### src/rtl/mod11_encoder.sv
// Bit-serial mod-11 check-digit encoder: emits {payload, c} with the codeword a multiple of 11.
// Optional MOD11_SELF_CHECK_EN adds chk_err, a registered re-check of each finished codeword.
module mod11_encoder #(
  parameter int unsigned DATA_W = 12
) (
  input  logic                clk,
  input  logic                rst_n,
  input  logic                in_valid,
  output logic                in_ready,
  input  logic [DATA_W-1:0]   in_data,
  output logic                out_valid,
  input  logic                out_ready,
  output logic [DATA_W+3:0]   out_code,
  output logic [3:0]          out_check
`ifdef MOD11_SELF_CHECK_EN
  ,
  output logic                chk_err
`endif
);

  localparam int unsigned CODE_W = DATA_W + 4;
  localparam int unsigned CNT_W  = $clog2(CODE_W);

  typedef enum logic [1:0] {IDLE, SHIFT, DONE} state_t;

  state_t              state_q, state_d;
  logic [DATA_W-1:0]   payload_q, payload_d;
  logic [CODE_W-1:0]   sreg_q, sreg_d;
  logic [3:0]          residue_q, residue_d;
  logic [CNT_W-1:0]    count_q, count_d;
  logic                in_ready_d;
  logic                out_valid_d;
  logic [CODE_W-1:0]   out_code_d;
  logic [3:0]          out_check_d;

  logic [4:0]          t;
  logic [3:0]          r_nxt;
  logic [3:0]          check_c;

`ifdef MOD11_SELF_CHECK_EN
  logic                chk_err_d;

  // Independent MSB-first reduction of a full codeword, used only as a sanity re-check.
  function automatic logic [3:0] mod11(input logic [CODE_W-1:0] v);
    logic [4:0] acc;
    logic [3:0] r;
    r = 4'd0;
    for (int i = CODE_W - 1; i >= 0; i--) begin
      acc = {r, 1'b0} + {4'd0, v[i]};
      r   = (acc >= 5'd11) ? 4'(acc - 5'd11) : acc[3:0];
    end
    return r;
  endfunction
`endif

  // State and datapath registers.
  always_ff @(posedge clk or negedge rst_n) begin
    if (!rst_n) begin
      state_q   <= IDLE;
      payload_q <= '0;
      sreg_q    <= '0;
      residue_q <= 4'd0;
      count_q   <= '0;
      in_ready  <= 1'b0;
      out_valid <= 1'b0;
      out_code  <= '0;
      out_check <= 4'd0;
`ifdef MOD11_SELF_CHECK_EN
      chk_err   <= 1'b0;
`endif
    end else begin
      state_q   <= state_d;
      payload_q <= payload_d;
      sreg_q    <= sreg_d;
      residue_q <= residue_d;
      count_q   <= count_d;
      in_ready  <= in_ready_d;
      out_valid <= out_valid_d;
      out_code  <= out_code_d;
      out_check <= out_check_d;
`ifdef MOD11_SELF_CHECK_EN
      chk_err   <= chk_err_d;
`endif
    end
  end

  // Next-state, residue update and output load.
  always_comb begin
    state_d     = state_q;
    payload_d   = payload_q;
    sreg_d      = sreg_q;
    residue_d   = residue_q;
    count_d     = count_q;
    out_valid_d = out_valid;
    out_code_d  = out_code;
    out_check_d = out_check;
`ifdef MOD11_SELF_CHECK_EN
    chk_err_d   = chk_err;
`endif

    // Horner step: r <- (2r + b) mod 11, kept in 0..10.
    t       = {residue_q, 1'b0} + {4'd0, sreg_q[CODE_W-1]};
    r_nxt   = (t >= 5'd11) ? 4'(t - 5'd11) : t[3:0];
    check_c = (r_nxt == 4'd0) ? 4'd0 : 4'(4'd11 - r_nxt);

    case (state_q)
      IDLE: begin
        if (in_valid && in_ready) begin
          payload_d = in_data;
          sreg_d    = {in_data, 4'b0000};
          residue_d = 4'd0;
          count_d   = '0;
          state_d   = SHIFT;
        end
      end
      SHIFT: begin
        sreg_d    = {sreg_q[CODE_W-2:0], 1'b0};
        residue_d = r_nxt;
        count_d   = CNT_W'(count_q + 1'b1);
        if (count_q == CNT_W'(CODE_W - 1)) begin
          out_check_d = check_c;
          out_code_d  = {payload_q, check_c};
          out_valid_d = 1'b1;
          state_d     = DONE;
`ifdef MOD11_SELF_CHECK_EN
          chk_err_d   = |mod11({payload_q, check_c});
`endif
        end
      end
      DONE: begin
        if (out_ready) begin
          out_valid_d = 1'b0;
          state_d     = IDLE;
`ifdef MOD11_SELF_CHECK_EN
          chk_err_d   = 1'b0;
`endif
        end
      end
      default: state_d = IDLE;
    endcase

    in_ready_d = (state_d == IDLE);
  end

endmodule

### config.mk
export PLATFORM = sky130hd
export DESIGN_NAME = mod11_encoder
export DESIGN_NICKNAME = d
export VERILOG_FILES = /design/src/rtl/mod11_encoder.sv
export SDC_FILE = /design/constraint.sdc
export NUM_CORES = 1
export LEC_CHECK = 0
export ABC_AREA = 1
export CORE_MARGIN = 5
export CORE_UTILIZATION = 45
export DETAILED_ROUTE_END_ITERATION = 10
export PLACE_DENSITY = 0.75
export SYNTH_ARGS = -nofsm -noshare
export SYNTH_HDL_FRONTEND = slang
export SYNTH_SLANG_ARGS = --single-unit
### constraint.sdc
create_clock -name clk -period 1.47 [get_ports clk]
set_input_delay 0.294 -clock clk [delete_from_list [all_inputs] [get_ports clk]]
set_output_delay 0.294 -clock clk [all_outputs]
set_load 0.05 [all_outputs]
==> results.cfg <==
[sta]
max_freq_ghz = 0.6656
drv_slew = 0
final-setup-viol-count = 1
finalHoldViolCount = 0
period_share = 1.022
rsz0062_at_grt = yes
setup_ws_ns = -0.03245
worst_pin_slew_ns = 0.2547
relSlewSlack = 0.8284
period_minus_slack_ns = 1.502
skew_ns = 0.007504

[clock_network]
cts_tree = yes
clock_sinks = 52
htree_levels = 2
clk_pin_slew_ns = 0.09
clock_tree.root_cell = clkbuf_8
cts_made_buffers = 5
clk_latency_ns = 0.30
clock_path_buffers = 2

[logic_synthesis]
muxShareOfSynthArea = 0
syn_nets = 253
yosysUniqueCellTypes = 23
yosys.area.top_type_share = 0.6012
synth_adder_area_share = 0.01734
synth.top_cells.by_area = dfrtp_1 (60%), nand2_1 (14%), o21ai_0 (3.9%), nand3_1 (3.7%), inv_1 (3.6%)
synth_seq_area_share = 0.6012
synth-edff-count = 0
mappedNetlistArea_um2 = 2165
yosys.area.top_type = dfrtp_1
synthCells = 234
avgSynthCellArea_um2 = 9.250
ys.flop_type = dfrtp_1
synth_xor_area_frac = 0.004046
synthArstFlopShare = 1.000
yosys_warnings = 0
synth_compound_area_frac = 0.09306
synth_seq_cells = 52
yosys.area_share.simple = 0.2046
synth_top_family_by_area = simple AND/OR/NAND/NOR gates

[layout]
nFillCells = 373
n_antenna_cell = 0
fin_util = 0.6381
layout.cells.most_common = nand2_1
layout_common_cells = nand2_1 (77), dfrtp_1 (51), buf_12 (25)
layout-drive-gt1-share = 0.2000
nets = 298
area_delta_synth_final_pct = 38.32

[worst_setup_path]
path_cells = inv_2 > nand2_1 > nand2_1 > nand2_1 > nand2_2 > xor2_2 > ha_2 > nor2_2 > nand2_1 > nand2_1
max_stage_delay_ns = 0.42
cp_max_fo = 4
path_common_cell = nand2_1
slowest_stage = dfrtp_1
r2r_cells = 10
path_depth = 10
path_class = reg2reg
critPathTopFamily = simple AND/OR/NAND/NOR gates
cp.arrival_ns = 1.75
cp-end-kind = flip-flop
start_kind = flip-flop
required_ns = 1.71
critPathBufInv = 1

[grt]
grt_remaining_overflow = 0
antenna_found_initial = 0
grt.total_usage = 0.1482
grt_pass1_vias = 1693
grt_max_degree = 53
grt_pass1_wl_um = 7279

[job]
maxCapViolations = 0

[route]
wl_per_cell_um = 13.02
vias = 1710
drc = 0
drt_iter0_markers = 120
viasPerCell = 5.120
firstDrtPassIters = 5
drt_wl_total_um = 4349
ant_nets = 0

[outcome]
violations = setup timing
status = complete, but fails checks

[worst_hold_path]
hold_path.class = reg2reg
whs_path_depth = 2

[place]
hpwl_um = 3059
dp_slack_ns = -0.03590
port_buffers = 37
gp_congestion = 0.8918

[die]
start_util = 0.4613
pin_count = 38
rows = 25
die_area_um2 = 6297
die_w_um = 79.36
die_h_um = 79.36
core_um2 = 4692

[pwr]
leakage_nw = 1.454
irDropWorstVdd_mv = 1.192
powerDensity_nw_per_um2 = 2472
## synth_stat cells, types with 2 or more instances
cell type	instances
o22ai_1	3
dfrtp_1	52
buf_2	5
inv_1	21
buf_6	2
nand2_4	2
a21oi_1	2
ha_1	3
nor2_1	6
nand3_1	16
buf_4	4
o211ai_1	2
o21ai_0	17
nand2_1	78
o21ai_1	11
nand4_1	3
## state kept, by name (all words and copies together) (netlist names)
register   flops
count_q        4
out_valid      1
in_ready       1
payload_q     12
state_q        2
sreg_q        12
out_code      16
residue_q      4
## where the power goes
| group | internal, W | total [W] | switching [W] |
|---|---|---|---|
| combinational | 0.00181 | 0.00402 | 0.00221 |
| sequential | 0.00207 | 0.00255 | 0.000480 |
| clock | 0.000383 | 0.000837 | 0.000454 |
## metal layers
layer,share of wire,GRT usage,vias up
met5,0,0,-
met4,0.017,0.06186,0
met3,0.052,0.03741,7
met2,0.49,0.2551,48
met1,0.44,0.1758,816
li1,-,-,839
## logic make-up (layout without fill, tap and decap cells)
group / Yosys count / count (layout)
simple gates: 106 / 106
flops: 52 / 52
compound gates: 37 / 37
buf+inv: 35 / 81
fa+ha+maj: 3 / 3
xor+xnor: 1 / 1
## stage by stage
stage | std cells | hold slack, ns | power [W] | TNS [ns] | cell area (um^2)
5_1_grt | 334 | 0.5022 | 0.007866 | -0.2858 | 2994
3_5_place_dp | 322 | 0.3028 | 0.006414 | -0.1527 | 2843
3_3_place_gp | 322 | 0.3013 | 0.006295 | 0 | 2843
4_1_cts | 332 | 0.4895 | 0.007301 | 0 | 2957
2_1_floorplan | 234 | -0.001591 | 0.004698 | 0 | 2166
6_report | 334 | 0.4852 | 0.007401 | -0.03245 | 2994
## timing repair
item                                    in CTS  in global routing
setup buffers                                1                  2
resized for setup                            3                  6
endpoints found under the setup margin       5                 16
hold buffers                                 1                  0
endpoints found under the hold margin       52                  0
pin swaps                                    2                  5
## tightest hold or removal path: stages, from the launching register on
cell     delay [ns]
dfrtp_1        0.35
nand2_1        0.05
nand2_1        0.05
## final timing paths
kind / from / to / slack, ns
max in group asynchronous: rst_n / in_ready$_DFF_PN0_ / 0.73
worst max-delay path: residue_q[1]$_DFFE_PN0P_ / out_code[3]$_DFFE_PN0P_ / -0.03
worst max register to register: residue_q[1]$_DFFE_PN0P_ / out_code[3]$_DFFE_PN0P_ / -0.03
worst min register to register: payload_q[7]$_DFFE_PN0P_ / payload_q[7]$_DFFE_PN0P_ / 0.49
min in group asynchronous: rst_n / out_code[11]$_DFFE_PN0P_ / 0.50
worst min-delay path: payload_q[7]$_DFFE_PN0P_ / payload_q[7]$_DFFE_PN0P_ / 0.49
## layout make-up
type | count | area [um^2] | area share
clock buffers | 7 | 86.33 | 0.02883
clock inverters | 1 | 7.507 | 0.002507
inverters | 23 | 91.34 | 0.03051
multi-input cells | 147 | 715.7 | 0.2390
flip-flops and latches | 52 | 1303 | 0.4350
well taps | 54 | 67.56 | 0.02257
repair buffers | 50 | 723.2 | 0.2415
(Power assumes the default switching activity.)
